File: src/rtl/mult_arbiter.sv
// Two-requester round-robin front end sharing one registered N x N unsigned multiplier.
// Optional MULT_ARB_FIXED_PRIO_EN: requester 0 always wins ties (last grant still tracked).
module mult_arbiter #(
  parameter int N = 8
) (
  input  logic           clk,
  input  logic           rst_n,
  input  logic           req0_valid,
  output logic           req0_ready,
  input  logic [N-1:0]   req0_a,
  input  logic [N-1:0]   req0_b,
  input  logic           req1_valid,
  output logic           req1_ready,
  input  logic [N-1:0]   req1_a,
  input  logic [N-1:0]   req1_b,
  output logic           res_valid,
  input  logic           res_ready,
  output logic [2*N-1:0] res_p,
  output logic           res_id
);

  typedef enum logic [1:0] {IDLE, CALC, HOLD} state_t;

  state_t           state_q, state_d;
  logic [N-1:0]     a_q, a_d, b_q, b_d;
  logic             id_q, id_d;
  logic             last_q, last_d;
  logic [2*N-1:0]   p_q, p_d;
  logic             pid_q, pid_d;
  logic             vld_q, vld_d;
  logic [2*N-1:0]   prod;
  logic             gnt_v, gnt_id;

  always_comb begin
    gnt_v = req0_valid | req1_valid;
    if (req0_valid && req1_valid) begin
`ifdef MULT_ARB_FIXED_PRIO_EN
      gnt_id = 1'b0;
`else
      gnt_id = ~last_q;
`endif
    end else begin
      gnt_id = req1_valid;
    end
  end

  // Shift-and-add array of partial products; settles during CALC.
  always_comb begin
    prod = '0;
    for (int unsigned i = 0; i < N; i++) begin
      if (b_q[i]) prod = prod + ({{N{1'b0}}, a_q} << i);
    end
  end

  always_comb begin
    state_d    = state_q;
    a_d        = a_q;
    b_d        = b_q;
    id_d       = id_q;
    last_d     = last_q;
    p_d        = p_q;
    pid_d      = pid_q;
    vld_d      = vld_q;
    req0_ready = 1'b0;
    req1_ready = 1'b0;
    unique case (state_q)
      IDLE: begin
        if (gnt_v) begin
          req0_ready = ~gnt_id;
          req1_ready = gnt_id;
          a_d        = gnt_id ? req1_a : req0_a;
          b_d        = gnt_id ? req1_b : req0_b;
          id_d       = gnt_id;
          last_d     = gnt_id;
          state_d    = CALC;
        end
      end
      CALC: begin
        p_d     = prod;
        pid_d   = id_q;
        vld_d   = 1'b1;
        state_d = HOLD;
      end
      HOLD: begin
        if (res_ready) begin
          vld_d   = 1'b0;
          state_d = IDLE;
        end
      end
      default: state_d = IDLE;
    endcase
  end

  always_ff @(posedge clk or negedge rst_n) begin
    if (!rst_n) begin
      state_q <= IDLE;
      a_q     <= '0;
      b_q     <= '0;
      id_q    <= 1'b0;
      last_q  <= 1'b1;
      p_q     <= '0;
      pid_q   <= 1'b0;
      vld_q   <= 1'b0;
    end else begin
      state_q <= state_d;
      a_q     <= a_d;
      b_q     <= b_d;
      id_q    <= id_d;
      last_q  <= last_d;
      p_q     <= p_d;
      pid_q   <= pid_d;
      vld_q   <= vld_d;
    end
  end

  assign res_valid = vld_q;
  assign res_p     = p_q;
  assign res_id    = pid_q;

endmodule

File: config.mk
export PLATFORM = sky130hd
export DESIGN_NAME = mult_arbiter
export DESIGN_NICKNAME = d
export VERILOG_FILES = /design/src/rtl/mult_arbiter.sv
export SDC_FILE = /design/constraint.sdc
export NUM_CORES = 1
export LEC_CHECK = 0
export ABC_CLOCK_PERIOD_IN_PS = 10040
export BUFFER_PORTS_ARGS = -buffer_cell sky130_fd_sc_hd__buf_2
export CELL_PAD_IN_SITES_DETAIL_PLACEMENT = 1
export CELL_PAD_IN_SITES_GLOBAL_PLACEMENT = 1
export CORE_UTILIZATION = 46
export CTS_BUF_LIST = sky130_fd_sc_hd__clkbuf_2 sky130_fd_sc_hd__clkbuf_4 sky130_fd_sc_hd__clkbuf_8
export CTS_CLUSTER_DIAMETER = 60
export DETAILED_ROUTE_END_ITERATION = 16
export PLACE_DENSITY = 0.83
export SETUP_SLACK_MARGIN = 0.15
export SLEW_MARGIN = 40
export SYNTH_ARGS = -nofsm -noshare
export SYNTH_HDL_FRONTEND = slang
export SYNTH_SLANG_ARGS = --single-unit
File: constraint.sdc
create_clock -name clk -period 10.04 [get_ports clk]
set_clock_uncertainty 0.15 [all_clocks]
set_input_delay 2.51 -clock clk [delete_from_list [all_inputs] [get_ports clk]]
set_output_delay 2.51 -clock clk [all_outputs]
set_load 0.02 [all_outputs]
# Word level (Yosys, flattened, before mapping)
# Index checks and enable logic that the tools add are counted.
[op_classes]
add_sub_neg = 7
eq_ne = 4
n_mux = 20
bitwise = 3
n_reduce_logical = 6
[op_table]
columns = ["cell", "n"]
rows = [
  ["8-bit two-way mux", 3],
  ["15-bit by 15-bit adder with 16-bit output", 1],
  ["16-bit two-way mux", 1],
  ["14-bit by 14-bit adder with 15-bit output", 1],
  ["15-bit two-way mux", 1],
  ["13-bit by 13-bit adder with 14-bit output", 1],
  ["14-bit two-way mux", 1],
  ["12-bit by 12-bit adder with 13-bit output", 1],
  ["13-bit two-way mux", 1],
  ["11-bit by 11-bit adder with 12-bit output", 1],
  ["12-bit two-way mux", 1],
  ["10-bit by 10-bit adder with 11-bit output", 1],
  ["11-bit two-way mux", 1],
  ["8-bit by 9-bit adder with 10-bit output", 1],
  ["10-bit two-way mux", 1],
  ["1-bit two-way mux", 6],
  ["2-bit case mux with 3 select lines", 1],
  ["2-bit AND reduction", 3],
  ["2-bit two-way mux", 2],
  ["2-bit inequality test, second input constant", 2],
  ["2-bit by 1-bit equality test with 1-bit output, second input constant", 1],
  ["2-bit equality test, second input constant", 1],
  ["2-bit logical NOT", 1],
  ["1-bit NOT", 2],
  ["4 further kinds", 4],
]
[totals]
reg_bits = 38
inputBits = 37

# Depth between registers and ports, before layout
# Gate-level depths: netlist of the first run.
[logic_depth]
depth_word = 15
mapped_depth = 50

# Worst setup path after synthesis of the first run
# No wires, ideal clock.
[synth_path]
path_kind = "reg2reg"
from = "reg b_q[0]"
to = "reg p_q[14], in the netlist res_p[14]"
setup_time_ns = 0.126
arrival_time_ns = 8.010
slack_ns = 1.754
path_stages_with_launch = 42
n_path_buf = 1
synth_period_minus_slack_ns = 8.286
cell_sequence = "dfrtp_1 -> clkbuf_1 -> and2_1 -> ha_1 -> inv_1 -> fa_1 -> nor2b_1 -> o22ai_1 -> a21o_1 -> a31oi_1 -> ha_1 -> a21oi_1 -> o21ai_1 -> a31oi_1 -> xnor2_1 -> o22ai_1 -> ha_1 -> a21oi_1 -> (+6 left out) -> xnor2_1 -> a221o_1 -> ha_1 -> nand2_1 -> a21oi_1 -> nor2_1 -> xnor2_1 -> mux2_2 -> ha_1 -> a21oi_1 -> nor3_1 -> or4_1 -> ha_1 -> a21oi_1 -> o21ai_1 -> xnor2_1 -> nor3_1 -> a221o_1"
[synth_between]
elab_chain_len = 15
[synth_lines]
columns = ["item", "line_no", "rtl"]
rows = [
  ["from (decl)", "25", "logic [N-1:0] a_q, a_d, b_q, b_d;"],
  ["from (signal assigned)", "98", "b_q <= '0;"],
  ["from (signal assigned)", "107", "b_q <= b_d;"],
  ["8-bit two-way mux *", "51", "if (b_q[i]) prod = prod + ({{N{1'b0}}, a_q} << i);"],
  ["8-bit by 9-bit adder with 10-bit output", "51", ""],
  ["10-bit two-way mux *", "51", ""],
  ["10-bit by 10-bit adder with 11-bit output", "51", ""],
  ["11-bit two-way mux *", "51", ""],
  ["11-bit by 11-bit adder with 12-bit output", "51", ""],
  ["12-bit two-way mux *", "51", ""],
  ["12-bit by 12-bit adder with 13-bit output", "51", ""],
  ["13-bit two-way mux *", "51", ""],
  ["13-bit by 13-bit adder with 14-bit output", "51", ""],
  ["14-bit two-way mux *", "51", ""],
  ["14-bit by 14-bit adder with 15-bit output", "51", ""],
  ["15-bit two-way mux *", "51", ""],
  ["15-bit by 15-bit adder with 16-bit output", "51", ""],
  ["16-bit two-way mux *", "51", ""],
  ["to (signal assigned)", "110", "p_q <= p_d;"],
  ["to (decl)", "28", "logic [2*N-1:0] p_q, p_d;"],
]
# Mark *: on every way between the ends. The rest lies on a longest branch, timed or not.
# A chain may end at the register's enable or synchronous reset.

# Final worst setup path of the first run
[layout_path]
from = "reg a_q[0]"
to = "reg p_q[14], in the netlist res_p[14]"
[layout_between]
elab_chain_len = 15
[layout_lines]
columns = ["item", "line_no", "rtl"]
rows = [
  ["from (decl)", "25", ""],
  ["from (signal assigned)", "97", "a_q <= '0;"],
  ["from (signal assigned)", "106", "a_q <= a_d;"],
  ["8-bit two-way mux", "51", ""],
  ["8-bit by 9-bit adder with 10-bit output", "51", ""],
  ["10-bit two-way mux", "51", ""],
  ["10-bit by 10-bit adder with 11-bit output", "51", ""],
  ["11-bit two-way mux", "51", ""],
  ["11-bit by 11-bit adder with 12-bit output", "51", ""],
  ["12-bit two-way mux", "51", ""],
  ["12-bit by 12-bit adder with 13-bit output", "51", ""],
  ["13-bit two-way mux", "51", ""],
  ["13-bit by 13-bit adder with 14-bit output", "51", ""],
  ["14-bit two-way mux", "51", ""],
  ["14-bit by 14-bit adder with 15-bit output", "51", ""],
  ["15-bit two-way mux", "51", ""],
  ["15-bit by 15-bit adder with 16-bit output", "51", ""],
  ["16-bit two-way mux *", "51", ""],
]
# Marked as above.

==> results by group, run 1 <==
Run status
  – Outcome: complete, no violations

Clocking
  – TritonCTS clock tree: built
  – Root Buffer: clkbuf_8
  – Worst skew pair latency: 0.30 ns
  – CTS sink cnt: 38
  – CTS HTree Levels: 2
  – CTS Buf Count: 5
  – CTS max path bufs: 2
  – Hold-fix buffers, CTS: 0
  – Clk slew on worst S/H paths: 0.09 ns

Timing
  – Period minus WS final: 9.25 ns
  – Period utilization: 92.1%
  – RSZ-0062 raised after global routing: no
  – Slew @ Worst Pin: 0.867 ns
  – Hold_ws: 0.341 ns
  – Final number of max-transition violations: 0
  – FMAX: 0.108 GHz
  – Total negative slack: 0 ns
  – Max_slew headroom: 42.1%
  – Final Hold Viols: 0
  – Setup violators final: 0

Logic synthesis
  – Syn avg cell area: 8.17 µm²
  – Post-Synth Adder-Cell Area: 20.1%
  – Post-synthesis sequential area ratio: 21.2%
  – Main combinational cell family by area after synthesis: compound AO/OA/AOI/OAI gates
  – Post-Synthesis Cell Area: 4500 µm²
  – Asr flop ratio synth: 100%
  – Synthesized flop and latch total: 38
  – Primary FF master, synth: dfrtp_1
  – Post-Synth Simple-Gate Area: 14.4%
  – Number of synthesized flops with an enable pin: 0
  – Compound-Gate Fraction of Synth Area: 27.0%
  – XOR/XNOR Fraction of Synth Area: 6.82%
  – Post-Syn Nets: 655
  – Post-synth cell types: 61
  – Multiplexer share of the synthesized area: 4.01%
  – Post-Syn Instances: 550
  – Yosys warns: 0

Setup path
  – Crit-path slowest cell: or4_1
  – Worst endpoint required time: 10.06 ns
  – R2R cell count: 41
  – Reg-to-reg slack, setup: 0.79 ns
  – Setup crit end kind: flip-flop
  – Critical path origin: a_q[0]
  – Crit start category: flip-flop
  – Worst EP arrival: 9.27 ns
  – Reg2reg start: a_q[0]
  – CP Class: reg -> reg
  – Worst R2R End: res_p[14]
  – CP peak stage delay: 0.59 ns
  – Cell family with most CP delay: compound AO/OA/AOI/OAI gates
  – CP Buf/Inv Count: 1
  – Crit path max fanout: 9
  – Crit path top cell by count: ha_1

Layout
  – Area Overhead vs Synth: 13.1%
  – Fillers: 1193
  – Nets: 710
  – Non-filler instance count after layout: 735
  – Inserted Diodes: 0
  – Layout cell share with drive strength beyond 1: 16.8%

Min path
  – Hold Crit Start: res_p[2]
  – Worst Hold Depth: 2
  – Hold Path End: res_p[2]
  – HP Class: reg -> reg

Floorplan
  – IO Pins: 57
  – Row count: 35
  – DIE AREA: 10200 µm²
  – Die extent in x: 101 µm
  – Starting Density: 48.0%
  – Core footprint: 9370 µm²
  – DIE HEIGHT: 101 µm

Global routing
  – Antenna violations before repair: 0
  – First-pass GRT wire length: 23.6 mm
  – Total GRT Usage: 30.0%
  – Vias in the first global route: 4652
  – GRT overflow: 0
  – Largest net degree at the start of global routing: 39

Placement
  – Cell count after placement: 720
  – GPL Wtd Cong: 0.836
  – Hpwl dp: 10.9 mm
  – IO Port Bufs: 56

Detailed routing
  – ANT nets after route: 0
  – Pre-antenna DRT Iters: 5
  – DRT Wirelength: 14.7 mm
  – DRC viols: 0
  – Met2 routed WL: 7.14 mm
  – Drt wl/cell: 20.0 µm
  – Top layer in use: met4
  – Met1 wire length: 6.46 mm
  – Iter 0 DRT Violations: 192
  – Vias per cell: 6.04
  – Vias: 4443
  – Met3 WL: 686 µm

Job
  – Max-Cap Viols: 0
-- cells in the mapped netlist, types with 7 or more instances --
cell	count	share of area, %
a21o_1	22	3.7
a21oi_1	39	4.3
a222oi_1	16	3.6
a31oi_1	7	0.97
and2_1	8	1.1
and3_1	7	0.97
clkbuf_1	19	1.6
dfrtp_1	37	21
fa_1	7	3.1
ha_1	61	17
inv_1	49	4.1
mux2i_1	12	2.7
nand2_1	55	4.6
nor2_1	38	3.2
nor2b_1	9	1.3
nor3_1	7	0.78
o21a_1	7	1.2
o21ai_0	22	2.4
o21ai_1	16	1.8
xnor2_1	26	5.1
xor2_1	9	1.8
-- state kept, by name, summed over array words and instances, names as in the netlist --
name       cells
res_p         16
a_q            8
b_q            8
state_q        2
id_q           1
last_q         1
res_id         1
res_valid      1
-- how the worst max path moves through the flow --
stage                end  slack, ns  depth (start not counted)
5_1_grt        res_p[14]       0.19                         47
3_5_place_dp   res_p[14]       0.27                         40
3_3_place_gp   res_p[14]       0.54                         38
4_1_cts        res_p[14]       0.18                         41
6_report       res_p[14]       0.79                         41
2_1_floorplan  res_p[14]       1.75                         41
-- placed cells by master, fill, tap and decap left out, types with 6 or more instances in the layout --
cell type | synthesis | final
nor2b_1 | 9 | 9
clkbuf_8 | 0 | 6
nor2_1 | 38 | 38
mux2i_1 | 12 | 12
buf_4 | 0 | 14
a222oi_1 | 16 | 16
inv_1 | 49 | 49
o21a_1 | 7 | 7
dfrtp_1 | 37 | 33
o21ai_0 | 22 | 21
ha_1 | 61 | 61
fa_1 | 7 | 7
nor3_1 | 7 | 7
o21ai_1 | 16 | 16
nand2_1 | 55 | 55
buf_2 | 1 | 55
xnor2_1 | 26 | 26
a21oi_1 | 39 | 39
and3_1 | 7 | 7
a21o_1 | 22 | 22
and2_1 | 8 | 8
xor2_1 | 9 | 9
-- area by class of cell --
class | count | area, µm² | area share (%)
Sequential cell | 38 | 957 | 18.8
Multi-Input combinational cell | 437 | 3290 | 64.7
Tap cell | 129 | 161 | 3.17
Clock inverter | 2 | 12.5 | 0.246
Inverter | 54 | 203 | 3.99
Timing Repair Buffer | 69 | 380 | 7.48
Clock buffer | 6 | 82.6 | 1.62
-- cell families after synthesis --
family          count (synthesis)
simple gates                  142
fa+ha+maj                      68
compound gates                175
buf+inv                        75
flops                          38
mux                            17
xor+xnor                       35
-- per-stage QoR --
step	instance area [µm²]	util, %	setup WS [ns]
after floorplan	4500	-	1.75
after global placement	4890	52.2	0.543
after detailed placement	4900	52.3	0.266
after CTS	4990	53.3	0.178
after global routing	5090	54.3	0.187
final	5090	54.3	0.793
-- tightest hold or removal path: stages (launching register included) --
cell,delay (ns)
dfrtp_1,0.35
nand2_1,0.05
o21ai_0,0.06
-- metal layers --
metal	up-vias	GRT usage (%)
met1	2198	37.7
li1	2099	-
met2	118	52.0
met3	28	4.65
met4	0	10.7
met5	-	0
-- what timing repair did --
item / 4_1_cts / 5_1_grt
resized for setup: 0 / 9
hold endpoints to repair: 0 / 0
buffers inserted: 0 / 7
setup endpoints to repair: 0 / 5
Power of run 1 is left out: the tool's default activity adds up to more than one toggle a clock period on the data nets, which glitch-free logic cannot reach.
==> run 2, diff against run 1 <==
ABC_AREA = 1   (was default)
CORE_UTILIZATION = 44   (was 46)
PLACE_DENSITY = default   (was 0.83)
PLACE_DENSITY_LB_ADDON = 0.2   (was default)
==> run 2 against run 1 <==
Effect of this change:
- largest cell class unchanged
- sequential share of layout area decreased by 0.40 points
- non-clock buffer count decreased by 12
- register-to-register slack improved by 0.34 ns
- maximum frequency increased by 3.8%
- cell area increased by 1.6%
- wire length decreased by 5.6%
- synthesized cell count increased by 24%
- hold slack got worse by 0.010 ns
- clock-buffer cell count unchanged
- flip-flop and latch count unchanged
- global-route usage decreased by 2.9 points
==> results by group, run 2 <==
Floorplan
  – DIE AREA: 10900 µm²
  – IO Pins: 57
  – DIE HEIGHT: 104 µm
  – Core footprint: 10200 µm²
  – Die extent in x: 104 µm
  – Starting Density: 45.2%
  – Row count: 37

Layout
  – Max reg flops: 16
  – Most frequent cells in the layout: 209 x nand2_1, 86 x inv_1, 68 x nand3_1
  – Area Overhead vs Synth: 11.9%
  – Inserted Diodes: 0
  – Fillers: 1380
  – Layout cell share with drive strength beyond 1: 15.6%
  – Fin util: 50.5%
  – Final Cell Area: 5170 µm²
  – Nets: 837
  – Commonest non-fill, non-tap cell in the layout: nand2_1

Global routing
  – Antenna violations before repair: 0
  – Vias in the first global route: 5067
  – First-pass GRT wire length: 23.9 mm
  – GRT overflow: 0
  – Total GRT Usage: 27.1%
  – Largest net degree at the start of global routing: 25

Logic synthesis
  – Syn avg cell area: 6.78 µm²
  – Main area contributors after synthesis: dfrtp_1 20%, nand2_1 17%, ha_1 17%
  – Post-Syn Nets: 787
  – Synthesized flop and latch total: 38
  – Yosys top cell by area: dfrtp_1
  – Post-synthesis sequential area ratio: 20.6%
  – Primary FF master, synth: dfrtp_1
  – Post-synth top cells: 209 x nand2_1, 86 x inv_1, 68 x nand3_1
  – Count leader, synth: nand2_1
  – Post-Syn Instances: 682
  – Asr flop ratio synth: 100%
  – Post-synth cell types: 40
  – Yosys warns: 0
  – Synth top area share: 20.0%
  – Number of synthesized flops with an enable pin: 0
  – Post-Synthesis Cell Area: 4620 µm²

Clocking
  – CTS sink cnt: 38
  – Clk slew on worst S/H paths: 0.08 ns
  – CTS Buf Count: 5
  – Hold-fix buffers, CTS: 0
  – PostCTS Resize Cnt: 0
  – Setup Buffers After CTS: 0
  – Root Buffer: clkbuf_8
  – CTS max path bufs: 2
  – TritonCTS clock tree: built
  – CTS HTree Levels: 2
  – Worst skew pair latency: 0.29 ns

Detailed routing
  – Iter 0 DRT Violations: 119
  – Drt wl/cell: 16.0 µm
  – ANT nets after route: 0
  – DRC viols: 0
  – Vias per cell: 5.33
  – Pre-antenna DRT Iters: 6
  – Vias: 4633
  – DRT Wirelength: 13.9 mm

Setup path
  – CP Buf/Inv Count: 6
  – Setup crit end kind: flip-flop
  – Crit start category: flip-flop
  – Crit path top cell by count: nand2_1
  – CP peak stage delay: 0.63 ns
  – Crit path max fanout: 10
  – Worst EP arrival: 8.94 ns
  – R2R cell count: 49
  – CP Class: reg -> reg
  – Crit-path slowest cell: dfrtp_1
  – Worst endpoint required time: 10.07 ns
  – Crit path depth: 49
  – Reg2reg start: a_q[1]
  – Critical path origin: a_q[1]
  – Cell family with most CP delay: adder cells

Timing
  – Final number of max-transition violations: 0
  – Period minus WS final: 8.91 ns
  – Hold_ws: 0.331 ns
  – Final Hold Viols: 0
  – FMAX: 0.112 GHz
  – Max_slew headroom: 46.2%
  – Total negative slack: 0 ns
  – Period utilization: 88.7%
  – Slew @ Worst Pin: 0.807 ns
  – Setup violators final: 0
  – RSZ-0062 raised after global routing: no

Placement
  – Hpwl dp: 11.1 mm
  – GPL Wtd Cong: 0.830
  – Area after DPL: 5030 µm²
  – IO Port Bufs: 56

Min path
  – Hold Crit Start: last_q
  – HP Class: reg -> reg
  – Worst Hold Depth: 2

Job
  – Max-Cap Viols: 0

Run status
  – Outcome: complete, no violations
==> run 2: per-layer routing <==
layer	GRT usage, %	vias up	wire [µm]
met3	3.76	24	389
li1	-	2317	-
met1	32.5	2211	6140
met5	0	-	0
met2	50.6	81	7120
met4	6.22	0	265
==> run 2: final timing paths <==
kind,end,slack (ns)
worst max-delay path,res_p[14],1.13
worst min-delay path,last_q,0.33
worst min register to register,last_q,0.33
max in group asynchronous,last_q,7.12
worst max register to register,res_p[14],1.13
min in group asynchronous,res_p[12],2.05
==> run 2: cell type report <==
type / instances / area [µm²] / share of cell area [%]
multi-input cells: 531 / 3230 / 62.4
well taps: 136 / 170 / 3.29
clock buffers: 6 / 82.6 / 1.60
flip-flops and latches: 38 / 952 / 18.4
repair buffers: 57 / 308 / 5.95
inverters: 99 / 372 / 7.19
clock inverters: 2 / 60.1 / 1.16
==> run 2: cells by family after synthesis <==
logic type,count (synthesis),share of synthesized area [%]
and+or+nand+nor,343,33.1
buffers and inverters,113,9.61
AOI/OAI and AO/OA,100,13.3
adders and majority gates,68,19.5
DFF,38,20.6
xor gates and xnor gates,20,3.79
==> run 2: stage by stage <==
stage          setup WS (ns)  std cells
2_1_floorplan           2.45        682
3_3_place_gp            1.57        860
3_5_place_dp            1.21        861
4_1_cts                 1.07        869
5_1_grt                0.422        869
6_report                1.13        869
==> run 2: tightest hold or removal path, stage by stage (launching register included) <==
cell and delay, ns:
dfstp_2 0.37, nand2_1 0.06, nand2_1 0.05
Power of run 2 is left out for the same reason.
